===== src/rtl/seat_reservation_table.sv =====
// rtl/seat_reservation_table.sv - per-seat reservation records with expiry scan and daily clear
module seat_reservation_table #(
    parameter int NUM_SEATS = 16,
    parameter int SEAT_W    = 4
) (
    input  logic                 clk,
    input  logic                 rst_n,
    input  logic [10:0]          time_in,
    input  logic                 day_rst,
    input  logic                 req_valid,
    output logic                 req_ready,
    input  logic [1:0]           req_op,
    input  logic [SEAT_W-1:0]    req_seat,
    input  logic [5:0]           req_dur,
    output logic                 rsp_valid,
    output logic [1:0]           rsp_status,
    output logic                 expire_valid,
    output logic [SEAT_W-1:0]    expire_seat,
    output logic [NUM_SEATS-1:0] seat_occupied,
    output logic [SEAT_W:0]      free_count
);

    typedef enum logic [1:0] {IDLE, SCAN, CLEAR} state_t;

    localparam logic [1:0] OP_RESERVE = 2'b00;
    localparam logic [1:0] OP_RELEASE = 2'b01;
    localparam logic [1:0] OP_EXTEND  = 2'b10;
    localparam logic [1:0] ST_OK      = 2'b00;
    localparam logic [1:0] ST_BUSY    = 2'b01;
    localparam logic [1:0] ST_NOTRES  = 2'b10;
    localparam logic [1:0] ST_BADARG  = 2'b11;

    state_t                state_q, state_d;
    logic [SEAT_W-1:0]     ptr_q, ptr_d;
    logic [10:0]           scan_time_q, scan_time_d;
    logic                  scan_pending_q, scan_pending_d;
    logic [NUM_SEATS-1:0]  occ_q, occ_d;
    logic [10:0]           exp_q [NUM_SEATS];
    logic [10:0]           exp_d [NUM_SEATS];
    logic [10:0]           time_prev_q;
    logic                  day_prev_q;
    logic                  time_chg_q, day_edge_q;
    logic                  ready_q;
    logic                  rsp_valid_q, rsp_valid_d;
    logic [1:0]            rsp_status_q, rsp_status_d;
    logic                  expire_valid_q, expire_valid_d;
    logic [SEAT_W-1:0]     expire_seat_q, expire_seat_d;
    logic                  seat_ok, dur_ok;
    logic [SEAT_W:0]       busy_cnt;

    // Minutes are at most 59+59, so a single subtraction always normalises.
    function automatic logic [10:0] time_add(input logic [10:0] t, input logic [5:0] dur);
        logic [6:0] m;
        logic [4:0] h;
        m = {1'b0, t[5:0]} + {1'b0, dur};
        h = t[10:6];
        if (m >= 7'd60) begin
            m = m - 7'd60;
            h = h + 5'd1;
        end
        if (h >= 5'd24) h = 5'd0;
        return {h, m[5:0]};
    endfunction

    assign seat_ok = ({1'b0, req_seat} < (SEAT_W+1)'(NUM_SEATS));
    assign dur_ok  = (req_dur >= 6'd1) && (req_dur <= 6'd59);

    // Pending scan/clear triggers withdraw ready so a handshake never coincides with leaving IDLE.
    assign req_ready = ready_q & ~time_chg_q & ~day_edge_q & ~scan_pending_q;

    always_comb begin
        state_d        = state_q;
        ptr_d          = ptr_q;
        scan_time_d    = scan_time_q;
        scan_pending_d = scan_pending_q;
        occ_d          = occ_q;
        exp_d          = exp_q;
        rsp_valid_d    = 1'b0;
        rsp_status_d   = rsp_status_q;
        expire_valid_d = 1'b0;
        expire_seat_d  = expire_seat_q;
        case (state_q)
            IDLE: begin
                if (day_edge_q) begin
                    state_d = CLEAR;
                end else if (time_chg_q || scan_pending_q) begin
                    state_d        = SCAN;
                    scan_time_d    = time_in;
                    ptr_d          = '0;
                    scan_pending_d = 1'b0;
                end else if (req_valid && req_ready) begin
                    rsp_valid_d = 1'b1;
                    if (!seat_ok || req_op == 2'b11 || (req_op != OP_RELEASE && !dur_ok)) begin
                        rsp_status_d = ST_BADARG;
                    end else if (req_op == OP_RESERVE) begin
                        if (occ_q[req_seat]) begin
                            rsp_status_d = ST_BUSY;
                        end else begin
                            occ_d[req_seat] = 1'b1;
                            exp_d[req_seat] = time_add(time_in, req_dur);
                            rsp_status_d    = ST_OK;
                        end
                    end else if (!occ_q[req_seat]) begin
                        rsp_status_d = ST_NOTRES;
                    end else begin
                        if (req_op == OP_EXTEND) exp_d[req_seat] = time_add(exp_q[req_seat], req_dur);
                        else                     occ_d[req_seat] = 1'b0;
                        rsp_status_d = ST_OK;
                    end
                end
            end
            SCAN: begin
                if (day_edge_q) begin
                    state_d = CLEAR;
                end else begin
                    if (time_chg_q) scan_pending_d = 1'b1;
                    if (occ_q[ptr_q] && exp_q[ptr_q] == scan_time_q) begin
                        occ_d[ptr_q]   = 1'b0;
                        expire_valid_d = 1'b1;
                        expire_seat_d  = ptr_q;
                    end
                    if (ptr_q == SEAT_W'(NUM_SEATS - 1)) state_d = IDLE;
                    else                                  ptr_d   = ptr_q + 1'b1;
                end
            end
            CLEAR: begin
                occ_d          = '0;
                scan_pending_d = 1'b0;
                state_d        = IDLE;
            end
            default: state_d = IDLE;
        endcase
    end

    always_ff @(posedge clk or negedge rst_n) begin
        if (!rst_n) begin
            state_q        <= IDLE;
            ptr_q          <= '0;
            scan_time_q    <= '0;
            scan_pending_q <= 1'b0;
            occ_q          <= '0;
            for (int i = 0; i < NUM_SEATS; i++) exp_q[i] <= '0;
            time_prev_q    <= '0;
            day_prev_q     <= 1'b0;
            time_chg_q     <= 1'b0;
            day_edge_q     <= 1'b0;
            ready_q        <= 1'b1;
            rsp_valid_q    <= 1'b0;
            rsp_status_q   <= 2'b00;
            expire_valid_q <= 1'b0;
            expire_seat_q  <= '0;
        end else begin
            state_q        <= state_d;
            ptr_q          <= ptr_d;
            scan_time_q    <= scan_time_d;
            scan_pending_q <= scan_pending_d;
            occ_q          <= occ_d;
            exp_q          <= exp_d;
            time_prev_q    <= time_in;
            day_prev_q     <= day_rst;
            time_chg_q     <= (time_in != time_prev_q);
            day_edge_q     <= day_rst & ~day_prev_q;
            ready_q        <= (state_d == IDLE);
            rsp_valid_q    <= rsp_valid_d;
            rsp_status_q   <= rsp_status_d;
            expire_valid_q <= expire_valid_d;
            expire_seat_q  <= expire_seat_d;
        end
    end

    always_comb begin
        busy_cnt = '0;
        for (int i = 0; i < NUM_SEATS; i++) busy_cnt = busy_cnt + (SEAT_W+1)'(occ_q[i]);
    end

    assign free_count    = (SEAT_W+1)'(NUM_SEATS) - busy_cnt;
    assign seat_occupied = occ_q;
    assign rsp_valid     = rsp_valid_q;
    assign rsp_status    = rsp_status_q;
    assign expire_valid  = expire_valid_q;
    assign expire_seat   = expire_seat_q;

endmodule


===== config.mk =====
export PLATFORM = sky130hd
export DESIGN_NAME = seat_reservation_table
export DESIGN_NICKNAME = d
export VERILOG_FILES = /design/src/rtl/seat_reservation_table.sv
export SDC_FILE = /design/constraint.sdc
export NUM_CORES = 1
export LEC_CHECK = 0
export ABC_AREA = 1
export CAP_MARGIN = 20
export CORE_UTILIZATION = 30
export CTS_BUF_LIST = sky130_fd_sc_hd__clkbuf_4
export CTS_CLUSTER_SIZE = 28
export DETAILED_ROUTE_END_ITERATION = 8
export SKIP_CTS_REPAIR_TIMING = 1
export SYNTH_ARGS = -nofsm -noshare
export SYNTH_HDL_FRONTEND = slang
export SYNTH_SLANG_ARGS = --single-unit

===== constraint.sdc =====
create_clock -name clk -period 4.4 [get_ports clk]
set_input_delay 0.88 -clock clk [delete_from_list [all_inputs] [get_ports clk]]
set_output_delay 0.88 -clock clk [all_outputs]
set_load 0.005 [all_outputs]

==> run summary <==
The run finished, with violations left. The checks that failed: negative setup slack. The detailed router finished its first iteration with 1542 violations. The tools report the count of placed standard cells including taps as 3431. For the initial antenna violation count, the log shows 1. The number of vias in the routed layout is 17.48k, and the data required time at the worst endpoint is 3.52 ns. The critical path goes through fa_1 -> inv_1 -> ha_2 -> inv_2 -> fa_1 -> fa_2 -> inv_2 -> fa_2 -> inv_2 -> fa_1 -> inv_2 -> ha_4 -> inv_2 -> fa_2 -> inv_1 -> clkbuf_2. Between clock sinks in the finished design, the worst skew comes to 0.04711 ns. The netlist uses 48 different library cells.

The total overflow left after global routing is 0. At the pin with the least slew margin, the transition time is 0.9027 ns. Of the cells placed in the final design, the portion with a size suffix greater than 1 is 12.95%. The share of synthesized registers carrying an async set or reset was 100.0%. Buffer type at the clock tree root: clkbuf_4.

Dividing the detail-routed wire length by the instance count gives 17.33 um. The number of standard-cell rows in the floorplan is 86. The setup-violating endpoint count in the final report was 4.

The tools report the number of levels the H-tree was split into as 3. The number of pins exceeding their max-slew limit in the final report is 0. Setup repair after global routing could not meet its margin everywhere.

The clock passes through at most 3 buffers. After layout, the worst path uses 126.9% of the clock period. The first global-routing pass estimated 95270 um of wire. After synthesis the cells add up to 16870 um2. The family with the most delay on the worst path was adder cells. Post-synthesis sequential area ratio: 34.57%.

The starting density of the core was 30.50%. The run gives 39.60% as the worst slew slack as a fraction of its limit. TritonCTS built the clock tree.

The source-to-sink clock delay at the later pin of the worst-skew pair was 0.78 ns. The min-delay analysis places its worst path in the category in2async. The synthesized design contains 233 register bits. The first-pass detailed-route iteration total was 6. Aggregate routed wire length: 61680 um. Static timing analysis puts the maximum clock frequency at 179.0 MHz.

In this run the critical register-to-register path is captured at exp_q[109]. After clock tree synthesis, the clock-pin slew on the worst setup and hold paths is 0.07 ns. Compared with the post-synthesis result, the final layout area differs by 19.06%. For the synthesized netlist cell count, the log shows 2599. Entering global routing, the biggest net connects 108 pins. Chip width: 239.1 um.

The analysis attributes to cell leakage a power of 9.901 nW. The power density over the cells is 424.8 nW/um2. The dominant cell type by count on the critical path is inv_2.

In the routed design, unresolved DRC markers number 0. For the finished layout, the period the worst path requires is 5.586 ns. The total core area was 55310 um2; the maximum single-stage delay on the critical path was 0.55 ns.

The worst setup path is launched from a flip-flop. The number of global-route vias before repair is 16.73k. The logs give 0 for the warning count from the yosys run and 0.9810 for the weighted congestion reported at the end of routability-driven placement.

The critical path contains buffers and inverters numbering 8 combined. The worst register-to-register path begins at exp_q[90]. Of all nets on the critical path, the largest fanout is 2. The number of input and output port buffers inserted was 56; the number of stages on the worst setup path was 16. The type of the setup path with the least slack is reg2out. The worst setup margin was -1.186 ns.

The die covers 57180 um2. The number of CTS-inserted buffers came out at 71. The HPWL after detailed placement is 44120 um. The signal arrival time at the worst endpoint is 4.71 ns, and the via count normalized by instance count is 4.910. The number of cells on the worst reg-to-reg path is 29. The tools report the kind of end point of the critical path as a primary output. The tools report the total negative setup slack as -3.358 ns.

Number of nets with antenna violations after routing: 0. After synthesis, the mean cell area works out to 6.490 um2. The tool flagged a number of max-cap violations equal to 0. Net total in the final layout: 2838. The post-synth net total came out at 2673. For this run, the total global-route usage over all layers was measured as 21.63%. The non-filler instance count after layout is 3560, and the number of synthesized flops with an enable pin is 0. The run gives 0 as the final count of hold timing violations. 57 I/O pins were placed. Flip-flop cell with the highest count after synthesis: dfrtp_1.

Cell at the slowest stage of the critical path: fa_1. The vertical die dimension came out at 239.1 um. The logs give 233 for the count of clock tree sinks and 0.82 ns for the slack of the worst reg-to-reg path. VDD sags by at most 0.4733 mV.
## per-layer routing
metal | vias to the layer above | GRT usage (%) | share of wire (%)
met1 | 8031 | 27.03 | 41
met5 | - | 0 | 0
li1 | 8549 | - | -
met3 | 152 | 3.984 | 8.2
met4 | 0 | 10.22 | 3.9
met2 | 746 | 35.87 | 47
## metrics by stage
| step | total power, mW | setup slack [ns] | util (%) | area [um2] | hold slack, ns |
|---|---|---|---|---|---|
| final | 8.532 | -1.186 | 36.31 | 20080 | 0.1510 |
| after global routing | 9.148 | -1.359 | 36.31 | 20080 | 0.1748 |
| after CTS | 8.565 | -1.621 | 36.11 | 19970 | 0.1269 |
| after detailed placement | 6.457 | -0.7496 | 34.61 | 19140 | 0.3951 |
| after global placement | 6.473 | -0.7705 | 34.61 | 19140 | 0.3856 |
| after floorplan | 4.797 | -0.2204 | - | 16880 | 0.3763 |
## sequential cells by signal (all words and copies together) (netlist names), 2 cells and up, named ones only
register and cells:
exp_q 176, scan_time_q 11, time_prev_q 11, expire_seat 4, ptr_q 4, rsp_status 2
state_q 2
## worst max path at each step
| stage | endpoint | slack, ns |
|---|---|---|
| 2_1_floorplan | free_count[3] | -0.22 |
| 3_3_place_gp | free_count[3] | -0.77 |
| 3_5_place_dp | free_count[3] | -0.75 |
| 4_1_cts | free_count[3] | -1.62 |
| 5_1_grt | free_count[3] | -1.36 |
| 6_report | free_count[3] | -1.19 |
## layout by cell type (no fill, tap or decap), types with 23 or more instances in the layout
cell	n
clkinv_1	23
ha_1	29
buf_12	25
nand3_1	254
clkbuf_4	100
o21ai_0	133
nor2_1	190
nand4_1	30
o22ai_1	57
clkdlybuf4s50_1	49
nand2_1	910
dfrtp_1	230
buf_4	135
a31oi_1	43
inv_1	354
a21oi_1	35
## kinds of logic (layout without fill, tap and decap cells)
family,after synthesis,count (layout),synth area share (%)
and+or+nand+nor,1480,1480,37.03
DFF,233,233,34.57
buffers and inverters,503,715,12.63
xor gates and xnor gates,16,16,0.9643
AOI/OAI and AO/OA,318,318,10.61
other,0,1,0
adders and majority gates,47,47,4.065
muxes,2,2,0.1261
## area by class of cell
| type | instances | area, um2 |
|---|---|---|
| clock buffer | 100 | 750.7 |
| timing repair buffer | 218 | 2095 |
| multi-input combinational | 1863 | 8971 |
| clock inverter | 20 | 75.07 |
| sequential | 233 | 5837 |
| fill | 6065 | 35220 |
| tap | 748 | 935.9 |
| antenna | 1 | 2.502 |
| inverter | 377 | 1418 |
## synthesized netlist by cell type, types with 10 or more instances
cell type / number / share of area [%]
nand2_2: 11 / 0.41
a31oi_1: 43 / 1.6
nor3_1: 13 / 0.39
inv_1: 359 / 8.0
dfrtp_1: 232 / 34
buf_2: 36 / 1.1
inv_2: 10 / 0.22
nand4_1: 30 / 1.1
nor2_2: 15 / 0.56
nand2_1: 911 / 20
or2_2: 14 / 0.52
o21ai_1: 17 / 0.50
a21oi_1: 37 / 1.1
o22ai_1: 57 / 2.1
buf_4: 36 / 1.6
and2_1: 16 / 0.59
fa_1: 13 / 1.5
o21ai_0: 137 / 4.1
xor2_1: 11 / 0.57
clkbuf_1: 41 / 0.91
ha_1: 34 / 2.5
nand3_1: 254 / 7.5
nor2_1: 191 / 4.3
a22oi_1: 12 / 0.53
## power breakdown
group	switching, mW	leakage (nW)	internal, mW
registers	0.104	2.78	2.25
logic	2.62	6.62	1.49
clock network	1.04	0.499	1.04
total	3.76	9.90	4.77
(Power assumes the default switching activity.)
